`src/rtl/cascade_dispatch.sv`:
```
// Window dispatcher feeding NUM_CH cascade engines.
// Results retire strictly in dispatch order via an engine-index FIFO.
module cascade_dispatch #(
  parameter int NUM_CH = 4,
  parameter int ID_W   = 16,
  parameter int CNT_W  = 16
) (
  input  logic                 clk_i,
  input  logic                 rst_ni,
  input  logic                 win_val_i,
  input  logic [ID_W-1:0]      win_id_i,
  input  logic [31:0]          win_vnf_i,
  output logic                 win_rdy_o,
  output logic [NUM_CH-1:0]    eng_start_o,
  output logic [NUM_CH*32-1:0] eng_vnf_o,
  input  logic [NUM_CH-1:0]    eng_done_i,
  input  logic [NUM_CH-1:0]    eng_result_i,
  output logic                 res_val_o,
  output logic [ID_W-1:0]      res_id_o,
  output logic                 res_face_o,
  input  logic                 res_rdy_i,
  output logic                 busy_o,
  output logic [CNT_W-1:0]     face_cnt_o
);

  localparam int IW = $clog2(NUM_CH);
  localparam int CW = $clog2(NUM_CH + 1);
  localparam logic [IW-1:0] LAST = IW'(NUM_CH - 1);

  typedef enum logic [1:0] {
    IDLE = 2'd0,
    RUN  = 2'd1,
    HOLD = 2'd2
  } st_e;

  st_e               st_q [NUM_CH];
  st_e               st_d [NUM_CH];
  logic [ID_W-1:0]   id_q [NUM_CH];
  logic [31:0]       vnf_q [NUM_CH];
  logic [IW-1:0]     fifo_q [NUM_CH];
  logic [NUM_CH-1:0] res_q;
  logic [NUM_CH-1:0] start_q, start_d;
  logic [IW-1:0]     head_q, tail_q;
  logic [CW-1:0]     cnt_q;
  logic [CNT_W-1:0]  face_q;

  logic [NUM_CH-1:0] idle;
  logic [IW-1:0]     sel;
  logic [IW-1:0]     hd;
  logic              acc, pop;

  function automatic logic [IW-1:0] nxt(input logic [IW-1:0] p);
    return (p == LAST) ? '0 : p + 1'b1;
  endfunction

  // Lowest-index idle engine wins the next window.
  always_comb begin
    idle = '0;
    sel  = '0;
    for (int k = NUM_CH - 1; k >= 0; k--) begin
      idle[k] = (st_q[k] == IDLE);
      if (st_q[k] == IDLE) sel = IW'(k);
    end
  end

  assign hd  = fifo_q[head_q];
  assign acc = win_val_i & win_rdy_o;
  assign pop = res_val_o & res_rdy_i;

  always_comb begin
    win_rdy_o   = |idle;
    busy_o      = ~&idle;
    res_val_o   = (cnt_q != '0) && (st_q[hd] == HOLD);
    res_id_o    = id_q[hd];
    res_face_o  = res_q[hd];
    eng_start_o = start_q;
    face_cnt_o  = face_q;
    eng_vnf_o   = '0;
    for (int k = 0; k < NUM_CH; k++) begin
      eng_vnf_o[32*k +: 32] = vnf_q[k];
    end
  end

  // Done is only honoured once the start pulse has gone out.
  always_comb begin
    start_d = '0;
    for (int k = 0; k < NUM_CH; k++) begin
      st_d[k] = st_q[k];
      case (st_q[k])
        IDLE: if (acc && sel == IW'(k)) begin
          st_d[k]    = RUN;
          start_d[k] = 1'b1;
        end
        RUN:  if (eng_done_i[k] && !start_q[k]) st_d[k] = HOLD;
        HOLD: if (pop && hd == IW'(k)) st_d[k] = IDLE;
        default: st_d[k] = IDLE;
      endcase
    end
  end

  always_ff @(posedge clk_i or negedge rst_ni) begin
    if (!rst_ni) begin
      for (int k = 0; k < NUM_CH; k++) st_q[k] <= IDLE;
      start_q <= '0;
    end else begin
      for (int k = 0; k < NUM_CH; k++) st_q[k] <= st_d[k];
      start_q <= start_d;
    end
  end

  always_ff @(posedge clk_i or negedge rst_ni) begin
    if (!rst_ni) begin
      for (int k = 0; k < NUM_CH; k++) begin
        id_q[k]   <= '0;
        vnf_q[k]  <= '0;
        fifo_q[k] <= '0;
      end
      res_q  <= '0;
      head_q <= '0;
      tail_q <= '0;
      cnt_q  <= '0;
      face_q <= '0;
    end else begin
      for (int k = 0; k < NUM_CH; k++) begin
        if (start_d[k]) begin
          id_q[k]  <= win_id_i;
          vnf_q[k] <= win_vnf_i;
        end
        if (st_q[k] == RUN && st_d[k] == HOLD) res_q[k] <= eng_result_i[k];
      end
      if (acc) begin
        fifo_q[tail_q] <= sel;
        tail_q         <= nxt(tail_q);
      end
      if (pop) head_q <= nxt(head_q);
      case ({acc, pop})
        2'b10:   cnt_q <= cnt_q + 1'b1;
        2'b01:   cnt_q <= cnt_q - 1'b1;
        default: cnt_q <= cnt_q;
      endcase
      if (pop && res_face_o && face_q != '1) face_q <= face_q + 1'b1;
    end
  end

endmodule

```
`config.mk`:
```
export PLATFORM = sky130hd
export DESIGN_NAME = cascade_dispatch
export DESIGN_NICKNAME = d
export VERILOG_FILES = /design/src/rtl/cascade_dispatch.sv
export SDC_FILE = /design/constraint.sdc
export NUM_CORES = 1
export LEC_CHECK = 0
export BUFFER_PORTS_ARGS = -buffer_cell sky130_fd_sc_hd__clkbuf_2
export CAP_MARGIN = 25
export CORE_MARGIN = 5
export CORE_UTILIZATION = 49
export DETAILED_ROUTE_END_ITERATION = 16
export HOLD_SLACK_MARGIN = 0.15
export PLACE_DENSITY = 0.81
export SLEW_MARGIN = 20
export SYNTH_ARGS = -nofsm -noshare
export SYNTH_HDL_FRONTEND = slang
export SYNTH_SLANG_ARGS = --single-unit
```
`constraint.sdc`:
```
create_clock -name clk_i -period 2.7 [get_ports clk_i]
set_clock_uncertainty 0.05 [all_clocks]
set_input_delay 0.405 -clock clk_i [delete_from_list [all_inputs] [get_ports clk_i]]
set_output_delay 0.405 -clock clk_i [all_outputs]
set_load 0.05 [all_outputs]
```
==> reports/results.ini <==
[status]
status=complete, but fails checks
failed_checks=setup timing

[global_routing]
grt_pass1_wl_um=40600
grt_max_degree=70
grt_pass1_vias=7655
antenna_found_initial=0
grt_remaining_overflow=0
track_usage=0.223

[logic_synthesis]
synth_fa_ha_area_frac=0.0110
yosys-mux-area-fraction=0.235
synth_top_family_by_area=multiplexers
yosysTopAreaCellShare=0.611
yosys.area.top_type=dfrtp_1
yosys-top-cells-count=dfrtp_1, mux2_2, nand2_1
yosys.area_share.simple=0.0965
synth-warning-count=0
synth-seq-cells=239
synth_cell_types=35
yosysSeqAreaShare=0.611
synth_area_sq_mm=0.00979
async_reset_ff_frac=1.00
syn_nets=798
yosys-top-cells-area=dfrtp_1, mux2_2, nand2_1, mux4_2, xnor2_1
synth_most_common_cell=dfrtp_1
synth_edf_count=0
syn_inst=730
synth_compound_area_frac=0.0130
synth_ff_type=dfrtp_1
synth_xor_area_frac=0.0152
syn_avg_cell_area_sq_um=13.4

[clock_network]
h-tree-depth=1
cts.sinks=239
cts_buffers=26
cts_root_buffer=clkbuf_16
cts_tree=done
clk_pin_slew_ns=0.06
clockBufferDepth=3
insertion_delay_ns=0.52

[critical_path]
crit_path_max_incr_delay_ns=0.57
crit_arrival_ns=2.39
cpMaxStageDelayCell=mux4_2
critPathTopFamily=multiplexers
startpoint_type=flip-flop
critical_path_buf_inv_count=1
required_ns=2.25
endpoint_kind=output port
crit_path_max_fanout=3
crit_chain=mux4_2 > mux2_4 > mux2i_1 > o31a_1 > buf_12
path_class=flip-flop to output port

[run]
cap_viol_max_count=0

[finish]
drive_above_1_share=0.456
area_growth_pct=31.9
nFillCells=1396
nNetsFinal=1096
fin_area_sq_mm=0.0129

[timing]
layout_setup_ws_ns=-0.142
drv_slew=0
setup_viol=18
min_period_over_period=1.05
timing.fmax_mhz=352
hold_viol=0
rsz0062_at_grt=true
slew_headroom=0.553
max_slew.worst_pin.slew_ns=0.671
min_period_ns=2.84

[floorplanning]
num_rows=51
pin_count=228
coreArea_sq_mm=0.0196
die-area_sq_mm=0.0229
start_util=0.500
die_y_um=151
die-width_um=151

[routing]
route.vias.total=6810
post-route-drc-count=0
detail-route-antenna-nets=0
viasPerCell=5.21
drt_first_pass_iters=4
wl_per_cell_um=19.1
drt-initial-drc-count=332
drt_wl_total_um=25000

[place]
place_congestion=0.792
place.port_buffers=227
placed_area_sq_mm=0.0114
hpwl_um=15600
dp_slack_ns=0.0108

[hold_path]
hp-class=primary input to flip-flop

## kinds of logic (layout without fill, tap and decap cells)
logic type               count (synthesis)  in the layout
buffers and inverters                   43            355
other                                    0              1
XOR/XNOR                                17             17
AO/OA/AOI/OAI                           16             16
flip-flops                             239            239
adder cells (fa/ha/maj)                  8              8
AND/OR/NAND/NOR                        220            220
multiplexers                           187            187
## final cells by class
class	instances	area (sq um)	area share
timing repair buffer	302	2110	0.164
inverter	11	46.3	0.00359
tap	265	332	0.0257
multi-input combinational	448	3660	0.284
clock inverter	4	33.8	0.00262
clock buffer	38	736	0.0570
antenna	1	2.50	0.000194
sequential	239	5980	0.463
## final timing paths
kind | from | slack [ns] | cells past startpoint | endpoint
max | head_q[0]$_DFFE_PN0P_ | -0.14 | 5 | res_val_o
min | win_val_i | 0.19 | 3 | st_q[6]$_DFF_PN0_
min reg2reg | id_q[47]$_DFFE_PN0P_ | 0.42 | 2 | id_q[47]$_DFFE_PN0P_
max in group asynchronous | rst_ni | 1.48 | 3 | id_q[44]$_DFFE_PN0P_
min in group asynchronous | rst_ni | 0.37 | 2 | eng_vnf_o[111]$_DFFE_PN0P_
max reg2reg | head_q[0]$_DFFE_PN0P_ | 0.03 | 10 | cnt_q[2]$_DFFE_PN0P_
## sequential cells by signal, summed over array words and instances (netlist names)
register,cells
fifo_q,8
tail_q,2
face_cnt_o,16
eng_vnf_o,128
eng_start_o,4
res_q,4
cnt_q,3
head_q,2
st_q,8
id_q,64
## through the flow
stage,setup TNS [ns],util,hold slack (ns),instances
floorplan,0,-,0.0594,730
global placement,0,0.580,0.332,1209
detailed placement,0,0.580,0.336,1209
CTS,-1.92,0.655,0.155,1304
global route,-3.33,0.659,0.192,1307
finish,-1.51,0.659,0.189,1308
## layout by cell type (no fill, tap or decap), types with 3 or more instances in the layout
cell type,count
nand3b_1,5
xor2_1,4
o21ai_0,10
dlygate4sd3_1,53
buf_8,18
inv_1,7
nor2_1,16
mux2i_1,7
dfrtp_1,239
nand3_1,7
ha_1,6
nor3_1,3
xnor2_1,13
nand4_1,7
mux4_2,18
buf_4,14
mux2_2,160
clkbuf_1,8
nand2b_1,6
nand2_1,158
clkbuf_16,27
clkbuf_8,4
clkbuf_2,208
buf_12,6
nor2b_1,6
## worst reg2reg max path, stage by stage (launching register included)
cell and delay [ns]:
dfrtp_1 0.40, mux4_2 0.57, mux2_4 0.33, o22a_4 0.25, inv_4 0.07, ha_4 0.13
inv_2 0.03, fa_2 0.33, xor2_1 0.15, nor2_1 0.14, xor2_1 0.15
## metal layers
layer / vias up / wire length (um) / track usage
li1: 3091 / - / -
met3: 37 / 1680 / 0.0640
met5: - / 0 / 0
met2: 192 / 13100 / 0.398
met4: 0 / 462 / 0.0517
met1: 3490 / 9750 / 0.268
## timing repair
action / 4_1_cts / 5_1_grt
setup endpoints to repair: 19 / 20
resized for setup: 43 / 20
pin swaps: 1 / 2
hold endpoints to repair: 248 / 0
hold buffers: 53 / 0
buffers inserted: 0 / 2
Power is left out: the tool's default activity adds up to more than one toggle a clock period on the data nets, which glitch-free logic cannot reach.
